$ cat src/rtl/pipeline_hazard_ctrl_if.sv
// Hazard controller bus: ID/EX hazard inputs, stall requests, pipeline control outputs and status.
interface pipeline_hazard_ctrl_if;
    localparam int unsigned REG_W = 5;
    localparam int unsigned CNT_W = 32;

    logic [REG_W-1:0] id_rs1;
    logic [REG_W-1:0] id_rs2;
    logic             id_uses_rs1;
    logic             id_uses_rs2;
    logic [REG_W-1:0] ex_rd;
    logic             ex_memread;
    logic             ex_branch_taken;
    logic             ex_mdu_start;
    logic             mdu_done;
    logic             imem_busywait;
    logic             dmem_busywait;

    logic             pc_write;
    logic             if_id_write;
    logic             if_id_flush;
    logic             id_ex_hold;
    logic             id_ex_bubble;
    logic             ex_mem_hold;
    logic             ex_mem_bubble;
    logic [1:0]       state;
    logic             mdu_err_flag;
    logic [CNT_W-1:0] stall_cnt;
    logic [CNT_W-1:0] flush_cnt;

    // Pipeline side: supplies hazard inputs, consumes control outputs
    modport master (
        output id_rs1, id_rs2, id_uses_rs1, id_uses_rs2, ex_rd, ex_memread,
               ex_branch_taken, ex_mdu_start, mdu_done, imem_busywait, dmem_busywait,
        input  pc_write, if_id_write, if_id_flush, id_ex_hold, id_ex_bubble,
               ex_mem_hold, ex_mem_bubble, state, mdu_err_flag, stall_cnt, flush_cnt
    );

    // Controller side
    modport slave (
        input  id_rs1, id_rs2, id_uses_rs1, id_uses_rs2, ex_rd, ex_memread,
               ex_branch_taken, ex_mdu_start, mdu_done, imem_busywait, dmem_busywait,
        output pc_write, if_id_write, if_id_flush, id_ex_hold, id_ex_bubble,
               ex_mem_hold, ex_mem_bubble, state, mdu_err_flag, stall_cnt, flush_cnt
    );
endinterface

$ cat src/rtl/pipeline_hazard_ctrl.sv
// Pipeline hazard controller: memory stalls, branch flush, MDU wait with watchdog, load-use stall.
// Optional performance counters enabled by defining HAZARD_PERF_CNT_EN; otherwise the
// counter outputs are tied to zero and no counter registers exist.
module pipeline_hazard_ctrl (
    input  logic                   clk,
    input  logic                   reset,
    pipeline_hazard_ctrl_if.slave  bus
);
    localparam int unsigned CNT_W = 32;
    localparam int unsigned WD_W  = 6;
    localparam logic [WD_W-1:0] WD_MAX = '1;

    typedef enum logic [1:0] {
        ST_RUN      = 2'b00,
        ST_MDU_WAIT = 2'b01,
        ST_MDU_ERR  = 2'b10
    } state_t;

    state_t          state;
    logic [WD_W-1:0] wd;
    logic            err_flag;

    logic in_run;
    logic lu_hazard;
    logic mdu_stall;
    logic br_flush;

    // Hazard decode from current state and inputs
    always_comb begin
        in_run    = (state == ST_RUN);
        lu_hazard = in_run && bus.ex_memread && (bus.ex_rd != '0) &&
                    ((bus.id_uses_rs1 && (bus.id_rs1 == bus.ex_rd)) ||
                     (bus.id_uses_rs2 && (bus.id_rs2 == bus.ex_rd)));
        // The MDU op must stay in EX from its first cycle until its result is valid
        mdu_stall = (state == ST_MDU_ERR) ||
                    ((state == ST_MDU_WAIT) && !bus.mdu_done) ||
                    (in_run && !bus.ex_branch_taken && bus.ex_mdu_start && !bus.mdu_done);
        br_flush  = !reset && !bus.dmem_busywait && in_run && bus.ex_branch_taken;
    end

    // Prioritised control outputs, idle pattern by default
    always_comb begin
        bus.pc_write      = 1'b1;
        bus.if_id_write   = 1'b1;
        bus.if_id_flush   = 1'b0;
        bus.id_ex_hold    = 1'b0;
        bus.id_ex_bubble  = 1'b0;
        bus.ex_mem_hold   = 1'b0;
        bus.ex_mem_bubble = 1'b0;
        if (!reset) begin
            if (bus.dmem_busywait) begin
                bus.pc_write    = 1'b0;
                bus.if_id_write = 1'b0;
                bus.id_ex_hold  = 1'b1;
                bus.ex_mem_hold = 1'b1;
            end else if (mdu_stall) begin
                bus.pc_write      = 1'b0;
                bus.if_id_write   = 1'b0;
                bus.id_ex_hold    = 1'b1;
                bus.ex_mem_bubble = 1'b1;
            end else if (br_flush) begin
                bus.if_id_flush  = 1'b1;
                bus.id_ex_bubble = 1'b1;
            end else if (lu_hazard) begin
                bus.pc_write     = 1'b0;
                bus.if_id_write  = 1'b0;
                bus.id_ex_bubble = 1'b1;
            end else if (in_run && bus.imem_busywait) begin
                bus.pc_write    = 1'b0;
                bus.if_id_flush = 1'b1;
            end
        end
    end

    // MDU state machine and watchdog; frozen while data memory stalls
    always_ff @(posedge clk) begin
        if (reset) begin
            state    <= ST_RUN;
            wd       <= '0;
            err_flag <= 1'b0;
        end else if (!bus.dmem_busywait) begin
            case (state)
                ST_RUN: begin
                    if (!bus.ex_branch_taken && bus.ex_mdu_start && !bus.mdu_done) begin
                        state <= ST_MDU_WAIT;
                        wd    <= '0;
                    end
                end
                ST_MDU_WAIT: begin
                    if (bus.mdu_done) begin
                        state <= ST_RUN;
                    end else begin
                        wd <= wd + WD_W'(1);
                        if ((wd + WD_W'(1)) == WD_MAX) begin
                            state    <= ST_MDU_ERR;
                            err_flag <= 1'b1;
                        end
                    end
                end
                ST_MDU_ERR: state <= ST_MDU_ERR;
                default:    state <= ST_RUN;
            endcase
        end
    end

    assign bus.state        = state;
    assign bus.mdu_err_flag = err_flag;

`ifdef HAZARD_PERF_CNT_EN
    logic [CNT_W-1:0] stall_q;
    logic [CNT_W-1:0] flush_q;

    // Saturating stall and branch-flush counters
    always_ff @(posedge clk) begin
        if (reset) begin
            stall_q <= '0;
            flush_q <= '0;
        end else begin
            if (!bus.pc_write && (stall_q != '1)) begin
                stall_q <= stall_q + CNT_W'(1);
            end
            if (br_flush && (flush_q != '1)) begin
                flush_q <= flush_q + CNT_W'(1);
            end
        end
    end

    assign bus.stall_cnt = stall_q;
    assign bus.flush_cnt = flush_q;
`else
    assign bus.stall_cnt = '0;
    assign bus.flush_cnt = '0;
`endif
endmodule

$ cat src/flat_wrapper.sv
// flat-port wrapper written by rule: the top's interface ports become plain ports
module pipeline_hazard_ctrl_flat 
  (clk, reset, bus_id_rs1, bus_id_rs2, bus_id_uses_rs1, bus_id_uses_rs2, bus_ex_rd, bus_ex_memread, bus_ex_branch_taken, bus_ex_mdu_start, bus_mdu_done, bus_imem_busywait, bus_dmem_busywait, bus_pc_write, bus_if_id_write, bus_if_id_flush, bus_id_ex_hold, bus_id_ex_bubble, bus_ex_mem_hold, bus_ex_mem_bubble, bus_state, bus_mdu_err_flag, bus_stall_cnt, bus_flush_cnt);
  pipeline_hazard_ctrl_if bus_i ();
  input  logic clk;
  input  logic reset;
  input wire logic [$bits(bus_i.id_rs1)-1:0] bus_id_rs1;
  input wire logic [$bits(bus_i.id_rs2)-1:0] bus_id_rs2;
  input wire logic [$bits(bus_i.id_uses_rs1)-1:0] bus_id_uses_rs1;
  input wire logic [$bits(bus_i.id_uses_rs2)-1:0] bus_id_uses_rs2;
  input wire logic [$bits(bus_i.ex_rd)-1:0] bus_ex_rd;
  input wire logic [$bits(bus_i.ex_memread)-1:0] bus_ex_memread;
  input wire logic [$bits(bus_i.ex_branch_taken)-1:0] bus_ex_branch_taken;
  input wire logic [$bits(bus_i.ex_mdu_start)-1:0] bus_ex_mdu_start;
  input wire logic [$bits(bus_i.mdu_done)-1:0] bus_mdu_done;
  input wire logic [$bits(bus_i.imem_busywait)-1:0] bus_imem_busywait;
  input wire logic [$bits(bus_i.dmem_busywait)-1:0] bus_dmem_busywait;
  output wire logic [$bits(bus_i.pc_write)-1:0] bus_pc_write;
  output wire logic [$bits(bus_i.if_id_write)-1:0] bus_if_id_write;
  output wire logic [$bits(bus_i.if_id_flush)-1:0] bus_if_id_flush;
  output wire logic [$bits(bus_i.id_ex_hold)-1:0] bus_id_ex_hold;
  output wire logic [$bits(bus_i.id_ex_bubble)-1:0] bus_id_ex_bubble;
  output wire logic [$bits(bus_i.ex_mem_hold)-1:0] bus_ex_mem_hold;
  output wire logic [$bits(bus_i.ex_mem_bubble)-1:0] bus_ex_mem_bubble;
  output wire logic [$bits(bus_i.state)-1:0] bus_state;
  output wire logic [$bits(bus_i.mdu_err_flag)-1:0] bus_mdu_err_flag;
  output wire logic [$bits(bus_i.stall_cnt)-1:0] bus_stall_cnt;
  output wire logic [$bits(bus_i.flush_cnt)-1:0] bus_flush_cnt;
  assign bus_i.id_rs1 = bus_id_rs1;
  assign bus_i.id_rs2 = bus_id_rs2;
  assign bus_i.id_uses_rs1 = bus_id_uses_rs1;
  assign bus_i.id_uses_rs2 = bus_id_uses_rs2;
  assign bus_i.ex_rd = bus_ex_rd;
  assign bus_i.ex_memread = bus_ex_memread;
  assign bus_i.ex_branch_taken = bus_ex_branch_taken;
  assign bus_i.ex_mdu_start = bus_ex_mdu_start;
  assign bus_i.mdu_done = bus_mdu_done;
  assign bus_i.imem_busywait = bus_imem_busywait;
  assign bus_i.dmem_busywait = bus_dmem_busywait;
  assign bus_pc_write = bus_i.pc_write;
  assign bus_if_id_write = bus_i.if_id_write;
  assign bus_if_id_flush = bus_i.if_id_flush;
  assign bus_id_ex_hold = bus_i.id_ex_hold;
  assign bus_id_ex_bubble = bus_i.id_ex_bubble;
  assign bus_ex_mem_hold = bus_i.ex_mem_hold;
  assign bus_ex_mem_bubble = bus_i.ex_mem_bubble;
  assign bus_state = bus_i.state;
  assign bus_mdu_err_flag = bus_i.mdu_err_flag;
  assign bus_stall_cnt = bus_i.stall_cnt;
  assign bus_flush_cnt = bus_i.flush_cnt;
  pipeline_hazard_ctrl u_core (.clk(clk), .reset(reset), .bus(bus_i));
endmodule
$ cat config.mk
export PLATFORM = sky130hd
export DESIGN_NAME = pipeline_hazard_ctrl_flat
export DESIGN_NICKNAME = d
export VERILOG_FILES = /design/src/rtl/pipeline_hazard_ctrl_if.sv /design/src/rtl/pipeline_hazard_ctrl.sv /design/src/flat_wrapper.sv
export SDC_FILE = /design/constraint.sdc
export NUM_CORES = 1
export LEC_CHECK = 0
export CAP_MARGIN = 20
export CORE_MARGIN = 2
export CORE_UTILIZATION = 35
export CTS_CLUSTER_SIZE = 40
export DETAILED_ROUTE_END_ITERATION = 6
export GPL_ROUTABILITY_DRIVEN = 0
export PLACE_DENSITY_LB_ADDON = 0.15
export SLEW_MARGIN = 10
export SYNTH_ARGS = -nofsm -noshare
export SYNTH_HDL_FRONTEND = slang
export SYNTH_SLANG_ARGS = --single-unit
$ cat constraint.sdc
create_clock -name clk -period 4.1 [get_ports clk]
set_clock_uncertainty 0.05 [all_clocks]
set_input_delay 0.82 -clock clk [delete_from_list [all_inputs] [get_ports clk]]
set_output_delay 0.82 -clock clk [all_outputs]
set_load 0.01 [all_outputs]
==> results.yml <==
outcome:
  outcome: "finished clean"
floorplan:
  fp.dieH_um: 61.82
  core_um2: 3128
  io_pins: 99
  die_w_um: 61.82
  rows: 20
  initial_core_util: 0.3740
  die-area_um2: 3821
critical_path:
  slowest_stage: "clkdlybuf4s50_1"
  r2r_end: "u_core.wd[3]$_SDFFE_PP0P_"
  crit_start: "bus_ex_rd[0]"
  worstPathArrival_ns: 2.94
  cpPeakStageDelay_ns: 0.55
  r2r_setup_slack_ns: 2.53
  r2r-start: "u_core.bus.state[0]$_SDFFE_PP0P_"
  endpoint: "bus_pc_write"
  required_ns: 3.23
  critical_path_class: "in2out"
  cp-start-kind: "input port"
  cpMostUsedCell: "clkdlybuf4s50_1"
  path_cells: "clkdlybuf4s50_1 -> or3_1 -> o311a_1 -> a22o_1 -> a21oi_2 -> clkdlybuf4s50_1"
  crit_path_max_fanout: 4
  crit_path_end_kind: "output port"
  r2r_cells: 5
placement:
  preCtsSetupSlack_ns: 0.2772
  port_buffers: 34
  dpl_cell_area_um2: 1313
  dp_hpwl_um: 1959
timing:
  min_period_ns: 3.813
  timing.final.ws_setup_ns: 0.2874
  hold_violations: 0
  fmax_ghz: 0.2623
  timing.final.crit_share: 0.9299
  rsz0062_at_grt: "false"
  slew_headroom: 0.5609
  tightest_slew_ns: 0.6558
  setup-tns-final_ns: 0
  slew_violations: 0
  setup_viol: 0
  whs_ns: 0.4357
synth:
  synth.avg_cell_area_um2: 7.451
  synth_area_leaders: "buf_4 41%, dfxtp_1 15%, xnor2_1 8.2%, a21oi_1 4.3%, nor2_1 3.9%"
  ys_warn_count: 0
  synth-simple-area-share: 0.1508
  synth.mux.area_fraction: 0
  ys_seq_area_frac: 0.1540
  synth_compound_area_frac: 0.1529
  synth-xor-area-share: 0.08984
  ys_types: 33
  synth_fa_ha_area_frac: 0.02139
  synthCells: 157
  synth_top_family_by_area: "buffers and inverters"
  ys_seq_elements: 9
  netlist.area_leader.share: 0.4107
  netlist_area_um2: 1170
  synth_largest_area_cell: "buf_4"
pwr:
  irDropWorstVdd_mv: 0.1193
  p_clk_frac: 0.283
  intPower_uw: 163.9
  p_leak_nw: 0.5736
  sw_frac_of_total: 0.3499
  pwr-share-seq: 0.352
  comb_power_share: 0.365
  p_per_area_nw_per_um2: 188.2
  power_switching_uw: 88.24
detailed_routing:
  vias: 928
  vias_per_cell: 3.932
  detail_route.wirelength_um: 2322
  first_pass_iters: 4
  drc: 0
  wl_per_cell_um: 9.839
  ant_nets: 0
  drt_iter0_drc: 26
clock_network:
  cts_resized: 0
  h-tree-depth: 1
  numCtsBuffers: 3
  post-cts-setup-buffer-count: 0
  cts_tree: "yes"
  clk_latency_ns: 0.28
  cts.sinks: 9
  clk_pin_slew_worst_paths_ns: 0.07
  cts_root_buffer: "clkbuf_4"
  clock_path_buffers: 2
  cts.hold.buffers_added: 0
final_layout:
  syn_to_final_growth_pct: 14.55
  fillers: 325
  diodes: 0
  num-nets-final: 220
  seqCellArea_um2: 180.2
  fin_area_um2: 1340
  final_layout_size_suffix_gt1_frac: 0.03125
  utilization: 0.4284
  multiInputGateArea_um2: 725.7
global_routing:
  grt_usage: 0.1180
  grt_start_max_net_pins: 15
  antenna_found_initial: 0
  grt_pass1_vias: 722
  grt_overflow: 0
  grt_pass1_wl_um: 3339
worst_hold_path:
  hold_class: "reg2reg"
run:
  cap_violations: 0
==> layout make-up <==
class / instances / area share
multi-input combinational: 142 / 0.5415
clock buffer: 3 / 0.01681
sequential: 9 / 0.1345
tap: 44 / 0.04108
inverter: 3 / 0.008403
clock inverter: 1 / 0.003735
timing repair buffer: 34 / 0.2540
==> Yosys cell counts <==
library cell and instances:
buf_2 1, clkbuf_1 1, nand3b_1 1, a21boi_1 2, nand2_1 7, nor2_1 12
nand4_1 2, o21ai_1 2, nand2b_1 1, conb_1 1, nor3_1 3, xor2_1 1
a22o_1 1, o211ai_1 1, or2_0 1, a21oi_1 10, a22oi_1 2, xnor2_1 11
o22ai_1 1, buf_4 64, dfxtp_1 9, nor2_2 1, nand3_1 4, or3_1 3
inv_1 3, a21o_1 4, nor4_1 1, ha_1 2, a31oi_1 1, nor2b_1 1
o311a_1 1, o2111a_1 1, a21oi_2 1
==> worst min path at each step <==
stage / slack (ns) / endpoint / from / depth (start not counted)
after global routing: 0.46 / u_core.wd[5]$_SDFFE_PP0P_ / u_core.wd[5]$_SDFFE_PP0P_ / 2
after detailed placement: 0.43 / u_core.wd[5]$_SDFFE_PP0P_ / u_core.wd[5]$_SDFFE_PP0P_ / 2
final: 0.44 / u_core.wd[5]$_SDFFE_PP0P_ / u_core.wd[5]$_SDFFE_PP0P_ / 2
after global placement: 0.41 / u_core.wd[5]$_SDFFE_PP0P_ / u_core.wd[5]$_SDFFE_PP0P_ / 2
after CTS: 0.44 / u_core.wd[5]$_SDFFE_PP0P_ / u_core.wd[5]$_SDFFE_PP0P_ / 2
after floorplan: 0.39 / u_core.wd[5]$_SDFFE_PP0P_ / u_core.wd[5]$_SDFFE_PP0P_ / 2
==> state kept, by name, indices dropped and copies added (netlist names) <==
signal                   cells
u_core.bus.mdu_err_flag      1
u_core.bus.state             2
u_core.wd                    6
==> per-stage QoR <==
step                      instances  power [mW]
after floorplan                 220      0.1873
final                           236      0.2522
after global routing            236      0.2689
after CTS                       236      0.2534
after global placement          232      0.1812
after detailed placement        232      0.1815
==> routing by layer <==
layer | vias up | GRT usage | routed length (µm)
met4 | 0 | 0.05471 | 40
met3 | 5 | 0.01656 | 167
met5 | - | 0 | 0
met1 | 406 | 0.1698 | 1043
li1 | 464 | - | -
met2 | 53 | 0.1729 | 1070
==> kinds of logic (layout without fill, tap and decap cells) <==
| group | after synthesis | after routing |
|---|---|---|
| compound gates | 27 | 27 |
| xor+xnor | 12 | 12 |
| fa+ha+maj | 2 | 2 |
| buf+inv | 69 | 41 |
| flops | 9 | 9 |
| other cells | 1 | 64 |
| simple gates | 37 | 37 |
==> cells in the final DEF, fill, tap and decap left out, drive strengths merged <==
master         synthesis  layout
a21boi                 2       2
a21o                   4       4
a21oi                 11      11
a22o                   1       1
a22oi                  2       2
a31oi                  1       1
clkbuf                 1       3
clkdlybuf4s50          0      34
clkinv                 0       1
conb                   1      64
dfxtp                  9       9
ha                     2       2
inv                    3       3
nand2                  7       7
nand2b                 1       1
nand3                  4       4
nand3b                 1       1
nand4                  2       2
nor2                  13      13
nor2b                  1       1
nor3                   3       3
nor4                   1       1
o2111a                 1       1
o211ai                 1       1
o21ai                  2       2
o22ai                  1       1
o311a                  1       1
or2                    1       1
or3                    3       3
xnor2                 11      11
xor2                   1       1
==> critical path: cells and delay by family <==
kind	cells	cell delay (ns)
compound gates	3	0.68
simple gates	1	0.40
buf+inv	2	1.03
==> power groups by stage <==
stage          Clock [mW]  Combinational [mW]  Sequential [mW]
6_report           0.0715              0.0920           0.0887
5_1_grt            0.0773               0.103           0.0887
4_1_cts            0.0737              0.0911           0.0886
3_5_place_dp            0              0.0908           0.0907
3_3_place_gp            0              0.0906           0.0907
2_1_floorplan           0              0.0972           0.0901
(Power assumes the default switching activity.)
